## config.mk

```make
export PLATFORM = sky130hd
export DESIGN_NAME = microseq_return_stack
export DESIGN_NICKNAME = d
export VERILOG_FILES = /design/src/rtl/ctrl_pkg.sv /design/src/rtl/microseq_return_stack.sv
export SDC_FILE = /design/constraint.sdc
export NUM_CORES = 1
export LEC_CHECK = 0
export BUFFER_PORTS_ARGS = -buffer_cell sky130_fd_sc_hd__buf_4
export CAP_MARGIN = 20
export CORE_AREA = 3 3 123 125
export DETAILED_ROUTE_END_ITERATION = 10
export DIE_AREA = 0 0 126 128
export PLACE_DENSITY_LB_ADDON = 0.2
export SLEW_MARGIN = 20
export SYNTH_ARGS = -nofsm -noshare
export SYNTH_HDL_FRONTEND = slang
export SYNTH_SLANG_ARGS = --single-unit
```

## constraint.sdc

```tcl
create_clock -name clk -period 2.2 [get_ports clk]
set_input_delay 0.33 -clock clk [delete_from_list [all_inputs] [get_ports clk]]
set_output_delay 0.33 -clock clk [all_outputs]
set_load 0.005 [all_outputs]
```

## src/rtl/ctrl_pkg.sv

```systemverilog
// ctrl_pkg: shared microsequencer types, stack ops and next-address mux selects
package ctrl_pkg;
  localparam int AW_DEF = 32;
  typedef logic [AW_DEF-1:0] uaddr_t;
  typedef enum logic [1:0] {
    OP_NOP     = 2'b00,
    OP_POP     = 2'b01,
    OP_PUSH    = 2'b10,
    OP_REPLACE = 2'b11
  } stack_op_e;
  localparam logic [1:0] SEL_PC     = 2'b00;
  localparam logic [1:0] SEL_SUB    = 2'b01;
  localparam logic [1:0] SEL_SECOND = 2'b10;
  localparam logic [1:0] SEL_BRN    = 2'b11;
endpackage

```

## src/rtl/microseq_return_stack.sv

```systemverilog
// microseq_return_stack: LIFO return-address stack; RSTACK_ERR_STICKY_EN makes overflow/underflow sticky with err_clr
module microseq_return_stack
  import ctrl_pkg::*;
#(
  parameter int AW    = AW_DEF,
  parameter int DEPTH = 4,
  parameter int CW    = 3
) (
  input  logic          clk,
  input  logic          reset,
  input  logic          push,
  input  logic          pop,
  input  logic [AW-1:0] push_addr,
`ifdef RSTACK_ERR_STICKY_EN
  input  logic          err_clr,
`endif
  output logic [AW-1:0] top_addr,
  output logic [AW-1:0] second_addr,
  output logic [CW-1:0] depth,
  output logic          empty,
  output logic          full,
  output logic          overflow,
  output logic          underflow
);
  logic [DEPTH-1:0][AW-1:0] entry_q, entry_d;
  logic [CW-1:0] depth_q, depth_d;
  logic ovf_q, ovf_d, unf_q, unf_d;
  logic do_push, do_pop, do_repl, ovf_ev, unf_ev;
  stack_op_e op;
  assign empty       = depth_q == '0;
  assign full        = depth_q == CW'(DEPTH);
  assign top_addr    = entry_q[0];
  assign second_addr = entry_q[1];
  assign depth       = depth_q;
  assign overflow    = ovf_q;
  assign underflow   = unf_q;
  // decode {push,pop}; replace on an empty stack behaves as a plain push
  always_comb begin
    op      = stack_op_e'({push, pop});
    do_push = (op == OP_PUSH || (op == OP_REPLACE && empty)) && !full;
    do_pop  = op == OP_POP && !empty;
    do_repl = op == OP_REPLACE && !empty;
    ovf_ev  = op == OP_PUSH && full;
    unf_ev  = op == OP_POP && empty;
    depth_d = do_push ? depth_q + CW'(1) : do_pop ? depth_q - CW'(1) : depth_q;
`ifdef RSTACK_ERR_STICKY_EN
    ovf_d   = ovf_ev | (ovf_q & ~err_clr);
    unf_d   = unf_ev | (unf_q & ~err_clr);
`else
    ovf_d   = ovf_ev;
    unf_d   = unf_ev;
`endif
  end
  // shift network: push moves entries down, pop moves them up and zero-fills the bottom
  for (genvar g = 0; g < DEPTH; g++) begin : g_ent
    logic [AW-1:0] up, dn;
    if (g == 0) begin : g_top
      assign up = push_addr;
    end else begin : g_mid
      assign up = entry_q[g-1];
    end
    if (g == DEPTH - 1) begin : g_bot
      assign dn = '0;
    end else begin : g_nxt
      assign dn = entry_q[g+1];
    end
    assign entry_d[g] = do_push ? up : do_pop ? dn : (do_repl && g == 0) ? push_addr : entry_q[g];
  end
  // state registers with asynchronous active-low clear
  always_ff @(posedge clk or negedge reset) begin
    if (!reset) begin
      entry_q <= '0;
      depth_q <= '0;
      ovf_q   <= 1'b0;
      unf_q   <= 1'b0;
    end else begin
      entry_q <= entry_d;
      depth_q <= depth_d;
      ovf_q   <= ovf_d;
      unf_q   <= unf_d;
    end
  end
endmodule

```

==> reports/results.txt, run 1 <==
first-pass GRT wire length -> 21.1 mm
Synth Register Bits -> 133
row count -> 43
Core Box Area -> 0.0140 sq mm
headroom to the max-slew limit -> 0.646
worst hold slack -> 0.153 ns
CP Buf/Inv Count -> 1
port bufs -> 106
Placer Congestion -> 0.747
Layout Skew -> 0.00642 ns
Crit Path Category -> reg2reg
hpwl dp -> 7.92 mm
Die ar. -> 0.0161 sq mm
DR vias -> 4157
Synth-to-Final Area Change -> 26.8%
vias in the first global route -> 4152
Die X -> 126 microns
TritonCTS buffer count -> 17
Final Max Slew Viols -> 0
Starting Density -> 0.399
crit path capture type -> flip-flop
reg2reg path depth -> 5
syn nets -> 497
Leak -> 0.00366 uW
CTS Buffer Depth -> 2
Max Fclk -> 0.499 GHz
hold depth -> 2
Worst Tran Pin Value -> 0.531 ns
number of post-CTS setup repair buffers -> 0
syn_area_per_cell -> 12.1 sq um
crit path max fanout -> 49
clock tree from TritonCTS -> done
latest clock arrival within the worst-skew pair -> 0.41 ns
final setup vio count -> 0
final period utilization -> 0.912
via/cell ratio -> 5.56
RSZ-0062 raised after global routing -> false
mapped cell area -> 0.00559 sq mm
Synth Instances -> 460
P per Cell Area -> 1470 mW/mm^2
crit start category -> flip-flop
final hold violation count -> 0
CTS Sinks -> 133
dpl cell area -> 0.00652 sq mm
max cap viols -> 0
Routed Wire Length -> 12.7 mm
nets@finish -> 593
Hold/Removal Path Class -> in2reg
Chip Height -> 128 microns
Antenna Nets Post-Route -> 0
CTS HTree Levels -> 4
global route overflow -> 0
num ports -> 107
fraction of layout cells with a size suffix above 1 -> 0.275
GR Util All Layers -> 0.162
status -> completed
delay-heaviest family, CP -> simple AND/OR/NAND/NOR gates
CTS Root Cell -> clkbuf_16
CP Data Arrival Time -> 2.35 ns
Initial DRC Count -> 211
Final min period -> 2.01 ns
Peak VDD IR -> 539 uV
cell area after layout -> 0.00709 sq mm
Slowest-stage cell, CP -> dfrtp_1
CP Depth -> 5
warning count from the yosys run -> 0
Worst EP required -> 2.55 ns
post-synthesis sequential area ratio -> 0.596
drt drc -> 0
Pwr Total -> 10400 uW
Worst-path clk slew -> 0.05 ns
pin count of the biggest net entering global routing -> 61
wire per inst -> 16.9 microns
Ant. Diodes -> 0
crit-path cells -> or3b_4 -> and3_4 -> nor2_8 -> buf_4 -> a22o_1
initial antenna violation count -> 0
Max stage delay on crit path -> 0.46 ns
synth unique cells -> 31
DR pass1 iterations -> 4
-- worst reg2reg max path, cell delays in order, from the launching register on --
cell and delay, ns:
dfrtp_1 0.46, or3b_4 0.45, and3_4 0.22, nor2_8 0.14, buf_4 0.44, a22o_1 0.24
-- flip-flops by register name (all words and copies together) (netlist names) --
register / flops
underflow: 1
depth: 3
g_ent.dn: 64
overflow: 1
top_addr: 32
second_addr: 32
-- layout by cell type, fill, tap and decap left out, types with 2 or more instances in the layout --
cell type    n
inv_1        2
clkbuf_1     4
nor3_1       2
clkbuf_16   17
dfrtp_1    133
clkbuf_8     5
clkinv_2     3
buf_4      118
a22o_1      96
nand2_1     33
o22ai_1     32
o21ai_0     32
o21ai_1      2
buf_12       2
a21o_1      64
-- repair_timing --
item	4_1_cts	5_1_grt
gates resized for setup	0	1
hold buffers	1	0
setup endpoints to repair	0	1
endpoints found under the hold margin	36	0
-- final timing paths --
check	startpoint	to	slack, ns
setup / recovery	depth[2]$_DFFE_PN0P_	g_ent[2].dn[11]$_DFFE_PN0P_	0.19
hold / removal	pop	overflow$_DFF_PN0_	0.15
setup reg to reg	depth[2]$_DFFE_PN0P_	g_ent[2].dn[11]$_DFFE_PN0P_	0.19
hold reg to reg	g_ent[2].dn[2]$_DFFE_PN0P_	g_ent[2].dn[2]$_DFFE_PN0P_	0.50
max in group asynchronous	reset	top_addr[7]$_DFFE_PN0P_	1.04
min in group asynchronous	reset	underflow$_DFF_PN0_	0.43
-- per-stage QoR --
stage | utilization | TNS (ns) | setup slack [ns] | instances
6_report | 0.507 | 0 | 0.194 | 747
5_1_grt | 0.507 | 0 | 0.0876 | 747
4_1_cts | 0.506 | 0 | 0.174 | 747
3_5_place_dp | 0.466 | 0 | 0.197 | 716
3_3_place_gp | 0.466 | 0 | 0.274 | 716
2_1_floorplan | - | -0.0961 | -0.0526 | 460
-- cell type report --
class	count	area [sq um]
timing repair buffer	121	936
clock inverter	4	45.0
inverter	3	11.3
multi-input combinational	280	2030
tap	180	225
fill	1254	6900
sequential	133	3330
clock buffer	26	509
-- power by group --
part           switching (uW)  internal [uW]  total [uW]  leakage [uW]
Combinational            1410           1930        3350       0.00172
Clock                     951           1680        2640      0.000276
Sequential                921           3500        4420       0.00167
Total                    3290           7110       10400       0.00366
-- cells in the mapped netlist --
cell type  number  area, sq um
dfrtp_1       133         3330
a22o_1         96          841
a21o_1         64          480
nand2_1        33          124
o21ai_0        33          165
o22ai_1        32          200
buf_2          22          110
clkbuf_1       11         41.3
buf_4           6         45.0
buf_6           5         56.3
and3_1          2         12.5
inv_1           2         7.51
nor3_1          2         10.0
xnor2_1         2         17.5
a21oi_1         1         5.00
clkinv_1        1         3.75
ha_1            1         12.5
mux2_1          1         11.3
nand2b_1        1         6.26
nor2_1          1         3.75
nor2_8          1         20.0
o2111ai_1       1         8.76
o211ai_1        1         7.51
o21ai_1         1         5.00
o22ai_2         1         12.5
o311ai_0        1         8.76
o31a_1          1         8.76
o32ai_1         1         8.76
or2_2           1         6.26
or3b_2          1         8.76
or3b_4          1         11.3
-- cell families after synthesis --
| group | after synthesis | share of synthesized area |
|---|---|---|
| buffers and inverters | 47 | 0.0472 |
| muxes | 1 | 0.00202 |
| AOI/OAI and AO/OA | 233 | 0.313 |
| xor gates and xnor gates | 2 | 0.00314 |
| and+or+nand+nor | 43 | 0.0363 |
| DFF | 133 | 0.596 |
| adders and majority gates | 1 | 0.00224 |
-- per-layer routing --
layer	part of all wire	global-route usage	up-vias	routed length, microns
met2	0.48	0.254	94	6010
met4	0.016	0.0536	0	206
met5	0	0	-	0
met3	0.047	0.0479	18	590
met1	0.46	0.217	2108	5840
li1	-	-	1937	-
Power figures use the tool's default switching activity.
==> run 2, diff against run 1 <==
- CORE_AREA: 3 3 123 125 -> 3 3 117 119
- DIE_AREA: 0 0 126 128 -> 0 0 120 122
==> reports/results.txt, run 2 (synthesized netlist as in run 1, its figures left out) <==
final setup vio count -> 0
RSZ-0062 raised after global routing -> false
dpl cell area -> 0.00657 sq mm
Peak VDD IR -> 604 uV
Final Max Slew Viols -> 0
Placer Congestion -> 0.746
Top Layer Used -> met4
pin count of the biggest net entering global routing -> 68
Worst Tran Pin Value -> 0.744 ns
metal2 WL -> 5.78 mm
commonest non-fill, non-tap cell in the layout -> dfrtp_1
Hold/Removal Path Class -> in2reg
Hold Buf Count CTS -> 1
Chip Height -> 122 microns
vias in the first global route -> 4070
global route overflow -> 0
CP startpoint -> depth[1]$_DFFE_PN0P_
CTS HTree Levels -> 4
CP Data Arrival Time -> 2.38 ns
Worst EP required -> 2.54 ns
nets@finish -> 597
Reg2Reg Capture Point -> g_ent[2].dn[11]$_DFFE_PN0P_
via/cell ratio -> 5.54
row count -> 41
P per Cell Area -> 1480 mW/mm^2
Routed Wire Length -> 12.4 mm
first-pass GRT wire length -> 20.7 mm
Met3 Wirelength -> 605 microns
post-CTS resize count -> 0
hpwl dp -> 7.61 mm
final period utilization -> 0.925
M1 wire length -> 5.77 mm
fraction of layout cells with a size suffix above 1 -> 0.281
most frequent cells in the layout -> dfrtp_1 (133), buf_4 (118), a22o_1 (96)
latest clock arrival within the worst-skew pair -> 0.41 ns
Crit Path Category -> reg2reg
Final Non-Filler Cells -> 742
wire per inst -> 16.7 microns
num ports -> 107
DR vias -> 4109
crit path capture type -> flip-flop
CP Capture Point -> g_ent[2].dn[11]$_DFFE_PN0P_
initial antenna violation count -> 0
Core Box Area -> 0.0127 sq mm
TritonCTS buffer count -> 17
FF/Latch Area -> 0.00333 sq mm
number of post-CTS setup repair buffers -> 0
CTS Sinks -> 133
pre-CTS setup slack -> 0.0155 ns
drt drc -> 0
Max Fclk -> 0.491 GHz
Fillers -> 1044
Final min period -> 2.04 ns
Die X -> 120 microns
headroom to the max-slew limit -> 0.504
final hold violation count -> 0
crit start category -> flip-flop
Die ar. -> 0.0146 sq mm
Starting Density -> 0.441
CTS Root Cell -> clkbuf_16
reg2reg start -> depth[1]$_DFFE_PN0P_
reg2reg path depth -> 7
final worst setup slack -> 0.164 ns
area of the multi-input gates -> 0.00203 sq mm
cell area after layout -> 0.00718 sq mm
max FFs per register -> 64
Ant. Diodes -> 0
Synth-to-Final Area Change -> 28.5%
clock tree from TritonCTS -> done
Initial DRC Count -> 359
GR Util All Layers -> 0.176
Cells after DPL -> 711
Antenna Nets Post-Route -> 0
crit path max fanout -> 49
Layout Skew -> 0.00366 ns
status -> completed
CTS Buffer Depth -> 2
setup slack, reg-to-reg -> 0.16 ns
Leak -> 0.00371 uW
DR pass1 iterations -> 4
final setup TNS -> 0 ns
port bufs -> 106
max cap viols -> 0
Worst-path clk slew -> 0.05 ns
## run 2: changes by cell type in the layout (fill, tap and decap cells not counted), sizes merged
cell	previous run	this run
buf	120	124
bufinv	1	2
clkbuf	26	25
clkinv	4	3
## run 2: critical path: stages, from the launching register on
cell and delay (ns):
dfrtp_1 0.38, buf_4 0.18, or3b_4 0.42, and3_4 0.19, buf_12 0.18, nor2_8 0.17
buf_12 0.25, a22o_1 0.17
## run 2: per-stage QoR
stage               hold slack, ns  power, uW   util
floorplan                   0.0344       6350      -
global placement             0.142       7740  0.519
detailed placement           0.143       7880  0.519
CTS                          0.141      10700  0.565
global route                 0.151      11300  0.567
finish                       0.162      10600  0.567
## run 2: cell type report
cell class                 instances  share of cell area
inverter                           3             0.00157
tap                              172              0.0300
timing repair buffer             125               0.142
sequential                       133               0.463
clock inverter                     4             0.00975
multi-input combinational        280               0.283
clock buffer                      25              0.0704
## run 2: how the worst min path moves through the flow
| stage | cells after the start | slack (ns) | start | to |
|---|---|---|---|---|
| floorplan | 0 | 0.03 | reset | depth[0]$_DFFE_PN0P_ |
| global placement | 1 | 0.14 | reset | overflow$_DFF_PN0_ |
| detailed placement | 1 | 0.14 | reset | overflow$_DFF_PN0_ |
| CTS | 2 | 0.14 | pop | overflow$_DFF_PN0_ |
| global route | 2 | 0.15 | pop | overflow$_DFF_PN0_ |
| finish | 2 | 0.16 | pop | overflow$_DFF_PN0_ |
## run 2: layer usage
layer / vias up / GRT usage
met5: - / 0
met4: 0 / 0.0845
met3: 18 / 0.0450
met2: 120 / 0.267
met1: 2021 / 0.239
li1: 1950 / -
## run 2: report_power, final
group	total, uW	switching [uW]	internal [uW]
logic	3440	1440	2010
clock network	2750	958	1800
registers	4400	904	3500
total	10600	3300	7300
==> run 3, diff against run 2 <==
- REMOVE_ABC_BUFFERS: not set -> 1
==> reports/results.txt, run 3 (synthesized netlist as in run 1, its figures left out) <==
nets@finish -> 597
Placer Congestion -> 0.711
Core Box Area -> 0.0127 sq mm
Worst Tran Pin Value -> 0.643 ns
Pwr Total -> 10700 uW
max FFs per register -> 64
pin count of the biggest net entering global routing -> 68
crit path max fanout -> 67
CTS Sinks -> 133
first-pass GRT wire length -> 22.7 mm
post-CTS resize count -> 0
headroom to the max-slew limit -> 0.571
Worst EP required -> 2.55 ns
reg2reg path depth -> 6
TritonCTS buffer count -> 17
crit start category -> flip-flop
CTS Root Cell -> clkbuf_16
drt drc -> 0
hold path start -> pop
hold depth -> 2
Chip Height -> 122 microns
global route overflow -> 0
Net Sw Frac -> 0.320
row count -> 41
initial antenna violation count -> 0
Gate power share -> 0.323
most frequent cells in the layout -> dfrtp_1 (133), buf_4 (118), a22o_1 (96)
via/cell ratio -> 5.69
P per Cell Area -> 1490 mW/mm^2
fraction of layout cells with a size suffix above 1 -> 0.282
final worst setup slack -> 0.188 ns
max cap viols -> 0
final period utilization -> 0.914
wire per inst -> 18.1 microns
Fillers -> 1069
Hold/Removal Path Class -> in2reg
area of the multi-input gates -> 0.00202 sq mm
Initial DRC Count -> 315
CP Data Arrival Time -> 2.36 ns
Peak VDD IR -> 830 uV
Die ar. -> 0.0146 sq mm
Die X -> 120 microns
setup slack, reg-to-reg -> 0.19 ns
reg2reg start -> depth[0]$_DFFE_PN0P_
status -> completed
Hold EP -> overflow$_DFF_PN0_
CTS HTree Levels -> 4
Leak -> 0.00370 uW
crit path capture type -> flip-flop
worst hold slack -> 0.166 ns
DR vias -> 4230
Antenna Nets Post-Route -> 0
pre-CTS setup slack -> 0.197 ns
final hold violation count -> 0
Ant. Diodes -> 0
cell area after layout -> 0.00715 sq mm
internal cell power -> 7250 uW
Final Max Slew Viols -> 0
FF/Latch Area -> 0.00333 sq mm
port bufs -> 106
dpl cell area -> 0.00657 sq mm
Cells after DPL -> 712
latest clock arrival within the worst-skew pair -> 0.41 ns
commonest non-fill, non-tap cell in the layout -> dfrtp_1
DR pass1 iterations -> 4
GR Util All Layers -> 0.196
vias in the first global route -> 4334
Final Non-Filler Cells -> 743
number of post-CTS setup repair buffers -> 0
Max Fclk -> 0.497 GHz
Crit Path Category -> reg2reg
Seq pwr share -> 0.415
Starting Density -> 0.441
clock share of power -> 0.262
num ports -> 107
CTS Buffer Depth -> 2
Final min period -> 2.01 ns
Layout Skew -> 0.00516 ns
Routed Wire Length -> 13.5 mm
clock tree from TritonCTS -> done
NetSw -> 3410 uW
hpwl dp -> 8.30 mm
Synth-to-Final Area Change -> 28.0%
Reg2Reg Capture Point -> g_ent[2].dn[13]$_DFFE_PN0P_
final setup vio count -> 0
RSZ-0062 raised after global routing -> false
Worst-path clk slew -> 0.06 ns
## run 3: worst max path at each step
stage | startpoint | to | slack, ns | cells past startpoint
floorplan | depth[1]$_DFFE_PN0P_ | depth[1]$_DFFE_PN0P_ | -1.86 | 4
global placement | depth[0]$_DFFE_PN0P_ | depth[2]$_DFFE_PN0P_ | 0.26 | 6
detailed placement | depth[0]$_DFFE_PN0P_ | second_addr[22]$_DFFE_PN0P_ | 0.20 | 6
CTS | depth[0]$_DFFE_PN0P_ | g_ent[1].dn[7]$_DFFE_PN0P_ | 0.16 | 6
global route | depth[0]$_DFFE_PN0P_ | g_ent[1].dn[7]$_DFFE_PN0P_ | 0.09 | 7
finish | depth[0]$_DFFE_PN0P_ | g_ent[2].dn[13]$_DFFE_PN0P_ | 0.19 | 6
## run 3: stage by stage
stage                util  setup TNS (ns)
global placement    0.518               0
CTS                 0.565               0
global route        0.565               0
finish              0.565               0
floorplan               -         -174.43
detailed placement  0.518               0
## run 3: area by class of cell
cell class,instances,share of cell area
clock buffer,18,0.0614
clock inverter,12,0.0192
tap,172,0.0301
sequential,133,0.465
inverter,3,0.00157
multi-input combinational,280,0.282
timing repair buffer,125,0.141
## run 3: per-layer routing
metal,routed length [microns],GRT usage,vias up,part of all wire
li1,-,-,1943,-
met1,5920,0.259,2168,0.44
met3,734,0.0548,13,0.054
met2,6670,0.318,106,0.49
met5,0,0,-,0
met4,148,0.0573,0,0.011
## run 3: power by group through the flow
stage / clock network [uW] / logic, uW / registers, uW
floorplan: 0 / 1800 / 4280
global placement: 0 / 3350 / 4390
detailed placement: 0 / 3480 / 4440
CTS: 2850 / 3520 / 4420
global route: 2960 / 3830 / 4570
finish: 2790 / 3450 / 4420
## run 3: repair_timing
item                       CTS  global route
setup endpoints to repair    0             0
hold buffers                 1             0
hold endpoints to repair    64             0
## run 3: critical path, stage by stage, from the launching register on
cell and delay (ns):
dfrtp_1 0.43, or3b_4 0.43, and3_4 0.21, buf_12 0.20, nor2_8 0.24, buf_12 0.25
a22o_1 0.17
